File: config.mk
export PLATFORM = sky130hd
export DESIGN_NAME = controle_elevador
export DESIGN_NICKNAME = d
export VERILOG_FILES = /design/src/rtl/elevador_pkg.sv /design/src/rtl/controle_elevador_contador_tempo.sv /design/src/rtl/controle_elevador.sv
export SDC_FILE = /design/constraint.sdc
export NUM_CORES = 1
export LEC_CHECK = 0
export CORE_MARGIN = 2
export CORE_UTILIZATION = 35
export DETAILED_ROUTE_END_ITERATION = 10
export GPL_ROUTABILITY_DRIVEN = 1
export PLACE_DENSITY = 0.54
export SLEW_MARGIN = 5
export SYNTH_ARGS = -nofsm -noshare
export SYNTH_HDL_FRONTEND = slang
export SYNTH_SLANG_ARGS = --single-unit
File: constraint.sdc
create_clock -name clk -period 4 [get_ports clk]
set_clock_uncertainty 0.1 [all_clocks]
set_input_delay 1 -clock clk [delete_from_list [all_inputs] [get_ports clk]]
set_output_delay 1 -clock clk [all_outputs]
set_load 0.1 [all_outputs]
File: src/rtl/elevador_pkg.sv
`default_nettype none
// ============================================================================
// Module   : elevador_pkg
// Purpose  : Shared types and helpers for the 4-floor elevator controller:
//            FSM state enum, direction bit, floor code and floor masks.
// Revision : 1.0 - initial release
// ============================================================================
package elevador_pkg;

  localparam int N_ANDARES = 4;

  typedef logic [1:0] andar_t;

  typedef enum logic [1:0] {
    PARADO       = 2'd0,
    SUBINDO      = 2'd1,
    DESCENDO     = 2'd2,
    PORTA_ABERTA = 2'd3
  } estado_t;

  typedef enum logic {
    DIR_DESCE = 1'b0,
    DIR_SOBE  = 1'b1
  } dir_t;

  // One bit set for every floor strictly above floor a
  function automatic logic [N_ANDARES-1:0] mascara_acima(input andar_t a);
    logic [N_ANDARES-1:0] m;
    m = '0;
    for (int i = 0; i < N_ANDARES; i++) begin
      if (i > int'(a)) m[i] = 1'b1;
    end
    return m;
  endfunction

  // One bit set for every floor strictly below floor a
  function automatic logic [N_ANDARES-1:0] mascara_abaixo(input andar_t a);
    logic [N_ANDARES-1:0] m;
    m = '0;
    for (int i = 0; i < N_ANDARES; i++) begin
      if (i < int'(a)) m[i] = 1'b1;
    end
    return m;
  endfunction

endpackage
`default_nettype wire

File: src/rtl/controle_elevador_contador_tempo.sv
`default_nettype none
// ============================================================================
// Module   : contador_tempo
// Purpose  : Cycle timer with synchronous clear, count enable and a
//            terminal-count flag raised when the count equals `limite`.
// Revision : 1.0 - initial release
// ============================================================================
module contador_tempo #(
  parameter int WIDTH = 27
) (
  input  logic             clk,
  input  logic             reset,
  input  logic             clear,
  input  logic             enable,
  input  logic [WIDTH-1:0] limite,
  output logic             fim
);

  logic [WIDTH-1:0] contagem;

  // Clear wins over enable; holding both low freezes the count
  always_ff @(posedge clk) begin
    if (reset || clear) begin
      contagem <= '0;
    end else if (enable) begin
      contagem <= contagem + WIDTH'(1);
    end
  end

  assign fim = (contagem == limite);

endmodule
`default_nettype wire

File: src/rtl/controle_elevador.sv
`default_nettype none
// ============================================================================
// Module   : controle_elevador
// Purpose  : 4-floor elevator car controller. Latches call buttons, moves the
//            car with a SCAN (keep-direction) policy and times travel and
//            door with one shared timer.
// Options  : EMERGENCIA_EN - adds the `emergencia` input that freezes the
//            car (motors off, door output off, timer/state held).
// Revision : 1.0 - initial release
// ============================================================================
module controle_elevador
  import elevador_pkg::*;
#(
  parameter int T_ANDAR = 50_000_000,
  parameter int T_PORTA = 100_000_000
) (
  input  logic                 clk,
  input  logic                 reset,
`ifdef EMERGENCIA_EN
  input  logic                 emergencia,
`endif
  input  logic [N_ANDARES-1:0] botao,
  output andar_t               andar,
  output logic                 motor_sobe,
  output logic                 motor_desce,
  output logic                 porta_aberta,
  output logic [N_ANDARES-1:0] pedidos
);

  localparam int T_MAX = (T_ANDAR > T_PORTA) ? T_ANDAR : T_PORTA;
  localparam int TW    = $clog2(T_MAX);

  estado_t              estado, estado_prox;
  dir_t                 dir, dir_prox;
  andar_t               andar_prox, andar_mais, andar_menos;
  logic [N_ANDARES-1:0] req, limpa;
  logic                 tm_clear, tm_enable, tm_fim;
  logic [TW-1:0]        limite;
  logic                 congelado;

`ifdef EMERGENCIA_EN
  assign congelado = emergencia;
`else
  assign congelado = 1'b0;
`endif

  // Single timer: travel limit while moving, door limit while the door is open
  contador_tempo #(
    .WIDTH(TW)
  ) u_contador (
    .clk    (clk),
    .reset  (reset),
    .clear  (tm_clear),
    .enable (tm_enable),
    .limite (limite),
    .fim    (tm_fim)
  );

  // Next-state, floor, direction and request-clear decisions
  always_comb begin
    estado_prox = estado;
    andar_prox  = andar;
    dir_prox    = dir;
    limpa       = '0;
    tm_clear    = 1'b0;
    tm_enable   = 1'b0;
    limite      = TW'(T_ANDAR - 1);
    req         = pedidos | botao;
    andar_mais  = andar + 2'd1;
    andar_menos = andar - 2'd1;
    if (!congelado) begin
      case (estado)
        PARADO: begin
          tm_clear = 1'b1;
          if (req[andar]) begin
            estado_prox  = PORTA_ABERTA;
            limpa[andar] = 1'b1;
          end else if ((|(req & mascara_acima(andar))) &&
                       (dir == DIR_SOBE || !(|(req & mascara_abaixo(andar))))) begin
            estado_prox = SUBINDO;
            dir_prox    = DIR_SOBE;
          end else if (|(req & mascara_abaixo(andar))) begin
            estado_prox = DESCENDO;
            dir_prox    = DIR_DESCE;
          end
        end
        SUBINDO: begin
          if (andar == 2'd3) begin
            estado_prox = PARADO;
            tm_clear    = 1'b1;
          end else if (tm_fim) begin
            tm_clear   = 1'b1;
            andar_prox = andar_mais;
            if (req[andar_mais]) begin
              estado_prox       = PORTA_ABERTA;
              limpa[andar_mais] = 1'b1;
            end else if (!(|(req & mascara_acima(andar_mais)))) begin
              estado_prox = PARADO;
            end
          end else begin
            tm_enable = 1'b1;
          end
        end
        DESCENDO: begin
          if (andar == 2'd0) begin
            estado_prox = PARADO;
            tm_clear    = 1'b1;
          end else if (tm_fim) begin
            tm_clear   = 1'b1;
            andar_prox = andar_menos;
            if (req[andar_menos]) begin
              estado_prox        = PORTA_ABERTA;
              limpa[andar_menos] = 1'b1;
            end else if (!(|(req & mascara_abaixo(andar_menos)))) begin
              estado_prox = PARADO;
            end
          end else begin
            tm_enable = 1'b1;
          end
        end
        PORTA_ABERTA: begin
          limite       = TW'(T_PORTA - 1);
          // A call for the floor being served is absorbed and keeps the door open
          limpa[andar] = 1'b1;
          if (botao[andar]) begin
            tm_clear = 1'b1;
          end else if (tm_fim) begin
            tm_clear    = 1'b1;
            estado_prox = PARADO;
          end else begin
            tm_enable = 1'b1;
          end
        end
        default: begin
          estado_prox = PARADO;
          tm_clear    = 1'b1;
        end
      endcase
    end
  end

  // State, floor, direction and request registers
  always_ff @(posedge clk) begin
    if (reset) begin
      estado  <= PARADO;
      andar   <= '0;
      dir     <= DIR_SOBE;
      pedidos <= '0;
    end else begin
      estado  <= estado_prox;
      andar   <= andar_prox;
      dir     <= dir_prox;
      pedidos <= req & ~limpa;
    end
  end

  // Registered motor/door drivers decoded from the current state
  always_ff @(posedge clk) begin
    if (reset) begin
      motor_sobe   <= 1'b0;
      motor_desce  <= 1'b0;
      porta_aberta <= 1'b0;
    end else begin
      motor_sobe   <= (estado == SUBINDO)      && !congelado;
      motor_desce  <= (estado == DESCENDO)     && !congelado;
      porta_aberta <= (estado == PORTA_ABERTA) && !congelado;
    end
  end

endmodule
`default_nettype wire

==> metrics.md, run 1 <==
| Metric | Value |
|---|---|
| Syn-to-layout area delta | `12.2%` |
| Avg Inst Size Synth | `8.78 sq um` |
| Fraction of layout cells with a size suffix above 1 | `0.0856` |
| Die span in y | `82.4 um` |
| DRT antenna net count | `0` |
| Post-CTS setup repair buffer count | `0` |
| Yosys cell types | `47` |
| Synth async-reset ratio | `0` |
| Critical path startpoint category | `primary input` |
| Critical path fanouts, max | `6` |
| TritonCTS clock tree | `done` |
| Post-synthesis register bit count | `39` |
| Worst EP required | `4070 ps` |
| Top Ports | `15` |
| Hold Crit Class | `register to register` |
| Critical path's largest stage delay | `520 ps` |
| Post-DP HPWL | `3.25 mm` |
| Post-Synthesis Cells | `245` |
| Crit path time final | `2980 ps` |
| Final setup violation count | `0` |
| Crit. End Element | `register` |
| CP Class | `primary input to register` |
| Ys Warns | `0` |
| Core Area | `5920 sq um` |
| First-pass GRT wire length | `7.72 mm` |
| Syn nets | `260` |
| Crit path max-delay family | `multiplexers` |
| Initial DRT Pass Iterations | `4` |
| Cell area after synthesis | `2150 sq um` |
| WL final | `4.46 mm` |
| Top cells by area, synth | `dfxtp_1, nor2_1, xor2_1, ha_1, mux4_2` |
| Row count | `28` |
| RD Place Congestion | `0.898` |
| Worst-skew pair later-pin latency | `280 ps` |
| Largest family of logic cells by synthesized area | `simple AND/OR/NAND/NOR gates` |
| Relative slew slack | `0.355` |
| Vias per std cell | `5.36` |
| Largest net degree at the start of global routing | `28` |
| CTS root buf | `clkbuf_8` |
| Worst-path clk slew | `70 ps` |
| Vias | `1781` |
| PortBufs | `14` |
| Pleak | `0.809 nW` |
| Diodes inserted | `0` |
| Cts hold-fix bufs | `0` |
| Post-Synth Adder-Cell Area | `0.0524` |
| CP Cell Sequence | `clkdlybuf4s50_1, nor2_1, mux4_2, a32o_1, a221oi_2, mux2_2` |
| Clock Path Buffers | `2` |
| Final Hold Fails | `0` |
| Least-Margin Pin Slew | `965 ps` |
| Simple logic cell fraction of the synthesized area | `0.280` |
| Max Fclk | `336 MHz` |
| Register area share after synthesis | `0.363` |
| Unrepaired setup endpoints after global routing | `false` |
| Die width | `82.4 um` |
| IR drop worst, VDD | `0.453 mV` |
| CTS Buf Count | `5` |
| Final Max Slew Viols | `0` |
| Mux cell area share after synthesis | `0.0524` |
| Grt ovf | `0` |
| Die Footprint | `6790 sq um` |
| Setup total negative slack | `0 ps` |
| Post-synth EDFFs | `0` |
| Power density over the cells | `574 nW/um^2` |
| Synth cell count leaders | `nor2_1, dfxtp_1, xor2_1, nand3_1, nand2_1` |
| Compound-gate portion of the synthesized area | `0.120` |
| CTS H-tree lvls | `2` |
| Top-count cell post-synth | `nor2_1` |
| Post-CTS Resized | `0` |
| XOR/XNOR share of the synthesized area | `0.0937` |
| Max-cap violations | `0` |
| Yosys top cell area share | `0.363` |
| Buf/Inv on CP | `1` |
| Initial antenna violation count | `0` |
| Commonest register cell after synthesis | `dfxtp_1` |
| Slowest-stage cell, CP | `clkdlybuf4s50_1` |
| Worst EP arrival | `3050 ps` |
| DRT iter0 DRCs | `74` |
| TritonCTS Sinks | `39` |
| Routed len/inst | `13.4 um` |
| Total GRT Usage | `0.148` |
| Tcrit/Tclk final | `0.745` |
| Nets | `271` |
| Vias in the first global route | `1709` |
| Drt drc | `0` |
| Initial Util | `0.363` |
| Overall Power | `0.00138 W` |
| Status | `complete, no violations` |
| Cell taking the most area after synthesis | `dfxtp_1` |
[area by class of cell]
type,instances,area [sq um]
fillers,580,3510
multi-input cells,192,1290
flip-flops and latches,39,781
repair buffers,14,135
clock buffers,8,100
well taps,75,93.8
inverters,4,15.0
[cells in the final DEF, fill, tap and decap left out, drive strengths merged, types with 2 or more instances in the layout]
cell type / synthesis / final
nand3: 16 / 16
xor2: 18 / 18
nor4: 2 / 2
xnor2: 5 / 5
buf: 7 / 2
a21oi: 9 / 9
mux4: 4 / 4
and4: 3 / 3
nand4: 6 / 6
or2: 2 / 2
clkdlybuf4s50: 0 / 12
dfxtp: 39 / 39
inv: 4 / 4
nand2b: 3 / 3
mux2: 2 / 2
o21ai: 11 / 11
ha: 9 / 9
nor3: 5 / 5
nor4bb: 2 / 2
clkbuf: 3 / 8
nor2: 45 / 45
o221ai: 2 / 2
a22oi: 4 / 4
a2111oi: 4 / 4
or3: 6 / 6
nand2: 12 / 12
and3: 7 / 7
[state kept, by name (all words and copies together), names as in the netlist]
register / flops
pedidos: 4
motor_desce: 1
u_contador.contagem: 27
motor_sobe: 1
dir: 1
andar: 2
porta_aberta: 1
estado: 2
[report_power, final]
group          switching, W  internal (W)  total [W]
logic              0.000404      0.000210   0.000614
registers         0.0000613      0.000424   0.000485
clock network      0.000128      0.000157   0.000285
total              0.000593      0.000792    0.00138
[through the flow]
stage / worst slack (ps) / util / hold WS (ps) / area (sq um) / std cells
2_1_floorplan: 782 / - / 313 / 2150 / 245
3_3_place_gp: 797 / 0.391 / 327 / 2310 / 324
3_5_place_dp: 748 / 0.391 / 334 / 2310 / 324
4_1_cts: 1060 / 0.407 / 347 / 2410 / 332
5_1_grt: 874 / 0.407 / 385 / 2410 / 332
6_report: 1020 / 0.407 / 346 / 2410 / 332
[cell families (layout without fill, tap and decap cells)]
group	Yosys count	count (layout)
simple gates	116	116
flops	39	39
compound gates	38	38
xor+xnor	23	23
buf+inv	14	26
fa+ha+maj	9	9
mux	6	6
[routing by layer]
layer	track usage	share of wire
met1	0.190	0.47
met2	0.231	0.47
met4	0.0633	0.024
met5	0	0
met3	0.0402	0.037
[final timing paths]
kind | slack, ps | end | depth (start not counted) | from
worst max-delay path | 1020 | estado[0] | 6 | botao[1]
worst min-delay path | 350 | u_contador.contagem[0] | 1 | u_contador.contagem[0]
worst max register to register | 1240 | estado[0] | 6 | andar[0]
worst min register to register | 350 | u_contador.contagem[0] | 1 | u_contador.contagem[0]
(Power assumes the default switching activity.)
==> run 2, diff against run 1 <==
Clock period 4 ns to 3.05 ns, I/O delays scaled along.
==> run 2 against run 1 <==
Compared with the run above:
- clock-buffer cell count shrank 3
- via count shrank 0.39%
- final cell count grew 1.5%
- routed wire length grew 1.1%
- setup slack lost 650 ps
- critical path depth is the same
- largest cell class unchanged
- largest power group unchanged
==> metrics.md, run 2 (synthesized netlist as in run 1, its figures left out) <==
| Metric | Value |
|---|---|
| Critical path's largest stage delay | `500 ps` |
| Worst EP required | `3140 ps` |
| Row count | `28` |
| Buf/Inv on CP | `1` |
| Worst-skew pair later-pin latency | `290 ps` |
| PortBufs | `14` |
| Post-route cell area | `2420 sq um` |
| DP Area | `2330 sq um` |
| CP Cell Sequence | `clkdlybuf4s50_1, nor2_1, mux4_2, a32o_1, a221oi_2, mux2_2` |
| Slowest-stage cell, CP | `clkdlybuf4s50_1` |
| CTS H-tree lvls | `2` |
| Vias in the first global route | `1664` |
| CTS root buf | `clkbuf_8` |
| Final std cells w/o fill | `337` |
| Hold Crit Class | `register to register` |
| WL final | `4.51 mm` |
| Unrepaired setup endpoints after global routing | `false` |
| Initial DRT Pass Iterations | `6` |
| Critical path startpoint category | `primary input` |
| Sw frac | `0.444` |
| Final Max Slew Viols | `0` |
| Syn-to-layout area delta | `12.7%` |
| Post-DP HPWL | `3.35 mm` |
| Top Ports | `15` |
| Least-Margin Pin Slew | `690 ps` |
| Die width | `82.4 um` |
| Max Fclk | `373 MHz` |
| Setup total negative slack | `0 ps` |
| Sw Pwr | `0.000809 W` |
| Core Area | `5920 sq um` |
| Grt ovf | `0` |
| Placed insts | `329` |
| Int Pwr | `0.00101 W` |
| Fraction of layout cells with a size suffix above 1 | `0.141` |
| Final setup violation count | `0` |
| Pleak | `0.835 nW` |
| Cts hold-fix bufs | `0` |
| Clock Path Buffers | `2` |
| Commonest cells after routing, fill and taps aside | `nor2_1, dfxtp_1, xor2_1` |
| Drt drc | `0` |
| Status | `complete, no violations` |
| IR drop worst, VDD | `0.479 mV` |
| Worst EP arrival | `2770 ps` |
| Overall Power | `0.00182 W` |
| Power share of the clock group | `0.193` |
| Initial antenna violation count | `0` |
| Top flop regs | `u_contador.contagem: 27 flops, pedidos: 4 flops` |
| CTS Buf Count | `5` |
| Vias | `1774` |
| Die span in y | `82.4 um` |
| Vias per std cell | `5.26` |
| TritonCTS Sinks | `39` |
| Final Hold Fails | `0` |
| Die Footprint | `6790 sq um` |
| Max reg flops | `27` |
| Power density over the cells | `752 nW/um^2` |
| Diodes inserted | `0` |
| Routed len/inst | `13.4 um` |
| Comb power frac | `0.462` |
| Initial Util | `0.363` |
| TritonCTS clock tree | `done` |
| Relative slew slack | `0.536` |
| DRT iter0 DRCs | `82` |
| Most common library cell in the layout ignoring fill and taps | `nor2_1` |
| Crit path time final | `2680 ps` |
| Max-cap violations | `0` |
| Largest Register | `u_contador.contagem` |
| Total GRT Usage | `0.148` |
| First-pass GRT wire length | `7.69 mm` |
| Crit. End Element | `register` |
| Largest net degree at the start of global routing | `21` |
| Critical path fanouts, max | `6` |
| Post-layout util | `0.409` |
| Post-CTS Resized | `0` |
| Nets | `276` |
| Crit path max-delay family | `multiplexers` |
| Sequential fraction of design power | `0.346` |
| Worst-path clk slew | `80 ps` |
| CP Class | `primary input to register` |
| Tcrit/Tclk final | `0.879` |
| DRT antenna net count | `0` |
| RD Place Congestion | `0.943` |
| Post-CTS setup repair buffer count | `0` |
==> run 2: metal layers <==
layer / routed length, um / track usage
met5: 0 / 0
met2: 2060 / 0.235
met1: 2220 / 0.197
met3: 172 / 0.0337
met4: 57 / 0.0517
==> run 2: path summary, 6_finish.rpt <==
| kind | from | to | slack (ps) | depth (start not counted) |
|---|---|---|---|---|
| setup / recovery | botao[1] | estado[0] | 370 | 6 |
| hold / removal | u_contador.contagem[0] | u_contador.contagem[0] | 340 | 1 |
| setup reg to reg | estado[0] | estado[0] | 470 | 5 |
| hold reg to reg | u_contador.contagem[0] | u_contador.contagem[0] | 340 | 1 |
==> run 2: per-stage QoR <==
stage                     worst slack (ps)  hold WS (ps)
after floorplan                        205           313
after global placement                70.1           321
after detailed placement              60.8           335
after CTS                              378           347
after global routing                   241           380
final                                  368           342
==> run 2: cell type report <==
| type | instances | area [sq um] |
|---|---|---|
| Timing Repair Buffer | 19 | 155 |
| Inverter | 4 | 15.0 |
| Fill cell | 586 | 3500 |
| Clock buffer | 5 | 68.8 |
| Multi-Input combinational cell | 192 | 1290 |
| Tap cell | 75 | 93.8 |
| Clock inverter | 3 | 20.0 |
| Sequential cell | 39 | 783 |
==> run 2: power groups by stage <==
stage | Clock (W) | Sequential [W] | Combinational, W
floorplan | 0 | 0.000806 | 0.000501
global route | 0.000387 | 0.000643 | 0.000901
detailed placement | 0 | 0.000643 | 0.000839
global placement | 0 | 0.000642 | 0.000848
CTS | 0.000364 | 0.000630 | 0.000843
finish | 0.000351 | 0.000630 | 0.000841
==> run 2: worst reg2reg max path: cells and delay by family, from the launching register on <==
kind,cells,cell delay (ps)
muxes,1,360
AOI/OAI and AO/OA,2,940
and+or+nand+nor,2,510
DFF,1,560
==> patch, RTL diff (settings of run 2) <==
The option `EMERGENCIA_EN` is turned on by a define.
--- a/src/rtl/controle_elevador.sv
+++ b/src/rtl/controle_elevador.sv
@@ -8,6 +8,8 @@
 //            car (motors off, door output off, timer/state held).
 // Revision : 1.0 - initial release
 // ============================================================================
+`define EMERGENCIA_EN
+
 module controle_elevador
   import elevador_pkg::*;
 #(
Ports: changed (added emergencia); port bits go from 15 to 16. No check against the original RTL was run, so the function may have changed too.
==> patch against run 2 <==
- count of clock-buffer cells in the layout unchanged
- largest cell class unchanged
- wire length increased by 39%
- area after synthesis increased by 22%
- sequential cell count unchanged
- total power decreased by 0.92%
- final area increased by 27%
- final cell count increased by 25%
- global-route usage increased by 1.3 points
- critical path type unchanged
- worst setup slack got worse by 0.011 ns
- critical path depth increased by 1
==> patch: results (changes against run 2) <==
* Fillers at 727 (+24%)
* CTS Buffer Depth at 2 (unchanged)
* Synthesis warning total at 0 (unchanged)
* Wl on met1 at 3.30 mm (+49%)
* Max Used Layer: met4
* DPL Wire Length at 4.55 mm (+36%)
* CTS clock-pin slew for the worst setup and hold paths at 0.08 ns (about the same)
* Post-CTS sizing at 0 (unchanged)
* Port bufs at 15 (+1)
* Synth Area in XOR/XNOR at 8.32% (-1.0 points)
* Syn nets at 320 (+23%)
* Non-Filler Instances at 422 (+25%)
* Met3 WL at 224 um (+30%)
* Via count at 2261 (+27%)
* Routed wl met2 at 2.72 mm (+32%)
* Lkg Pwr at 0.000984 uW (+18%)
* Layout net count at 343 (+24%)
* Placed Cells at 414 (+26%)
* Maximum VDD drop at 0.375 mV (-22%)
* Outcome: finished clean
* Area contributors post-synth: dfxtp_1, xnor2_1, ha_1, nor2_1, mux4_2
* Worst Hold Class: register to register
* Global Route Usage Sum at 16.0% (+1.3 points)
* H-tree depth at 2 (unchanged)
* Placed Area at 2960 um^2 (+27%)
* Top cells by count, synth: nor2_1, dfxtp_1, xnor2_1
* Synth cell types at 57 (+21%)
* GPL Wtd Cong at 0.830 (-12%)
* Setup Buffers After CTS at 0 (unchanged)
* Pin count of the biggest net entering global routing at 28 (+33%)
* Adder-Cell Fraction of Synth Area at 6.66% (+1.4 points)
* DR iter-0 viols at 89 (+8.5%)
* Sequential share of the synthesized area at 29.7% (-6.6 points)
* Syn avg cell area at 8.80 um^2 (+0.24%)
* TritonCTS buffer count at 5 (unchanged)
* Async S/R FF share, synth at 0% (unchanged)
* Fraction of layout cells with a size suffix above 1 at 18.0% (+3.8 points)
* CP required at 3.17 ns (+0.03 ns)
* Synth Area in Compound Gates at 15.8% (+3.9 points)
* Vias in the first global route at 2193 (+32%)
* CTS root buffer: clkbuf_8
* Pre-antenna DRT Iters at 4 (-2)
* Clk_lat worst skew at 0.29 ns (about the same)
* Routed WL at 6.28 mm (+39%)
* Crit path max fanout at 4 (-2)
* Worst-Margin Slew at 0.548 ns (-0.143 ns)
* Antenna violations before repair at 0 (unchanged)
* Multiplexer area fraction after synthesis at 4.18% (-1.1 points)
* First-pass GRT wire length at 10.9 mm (+42%)
* Top Registers: u_contador.contagem (27), pedidos (4)
* Antenna diodes at 0 (unchanged)
## patch: stage by stage
stage               power, uW  hold slack [ns]  utilization, %  setup WS [ns]
floorplan                1170            0.375               -          0.113
global placement         1370            0.398            40.8         0.0645
detailed placement       1370            0.408            40.8         0.0616
CTS                      1820            0.420            42.4          0.372
global route             1920            0.448            42.4          0.191
finish                   1800            0.418            42.4          0.357
## patch: area by class of cell
class	count	share of cell area, %
clock buffers	5	2.24
clock inverters	3	1.42
inverters	9	1.10
multi-input cells	239	57.2
flip-flops and latches	39	25.5
well taps	99	4.03
repair buffers	28	8.54
## patch: final timing paths
path | from | end | slack, ns | depth (start not counted)
worst min-delay path | u_contador.contagem[1] | u_contador.contagem[1] | 0.42 | 2
worst max-delay path | emergencia | estado[1] | 0.36 | 7
worst max register to register | andar[0] | estado[1] | 0.49 | 7
worst min register to register | u_contador.contagem[1] | u_contador.contagem[1] | 0.42 | 2
## patch: critical path, cell delays in order
cell	delay, ns
clkdlybuf4s50_1	0.43
nand2b_1	0.23
nor4b_2	0.28
o2111a_1	0.41
a31oi_1	0.11
nor4_1	0.44
o2bb2ai_1	0.16
## patch: cells by family after synthesis
| logic type | after synthesis |
|---|---|
| muxes | 6 |
| and+or+nand+nor | 139 |
| buffers and inverters | 21 |
| adders and majority gates | 14 |
| xor gates and xnor gates | 25 |
| AOI/OAI and AO/OA | 55 |
| DFF | 39 |
## patch: per-layer routing
layer | global-route usage, % | vias up
li1 | - | 1146
met1 | 24.0 | 1064
met4 | 4.10 | 0
met2 | 23.6 | 49
met5 | 0 | -
met3 | 2.84 | 2
## patch: power by group
| group | leakage, uW | switching [uW] | internal [uW] |
|---|---|---|---|
| registers | 0.000317 | 45.1 | 540 |
| clock network | 0.0000581 | 193 | 244 |
| logic | 0.000609 | 502 | 281 |
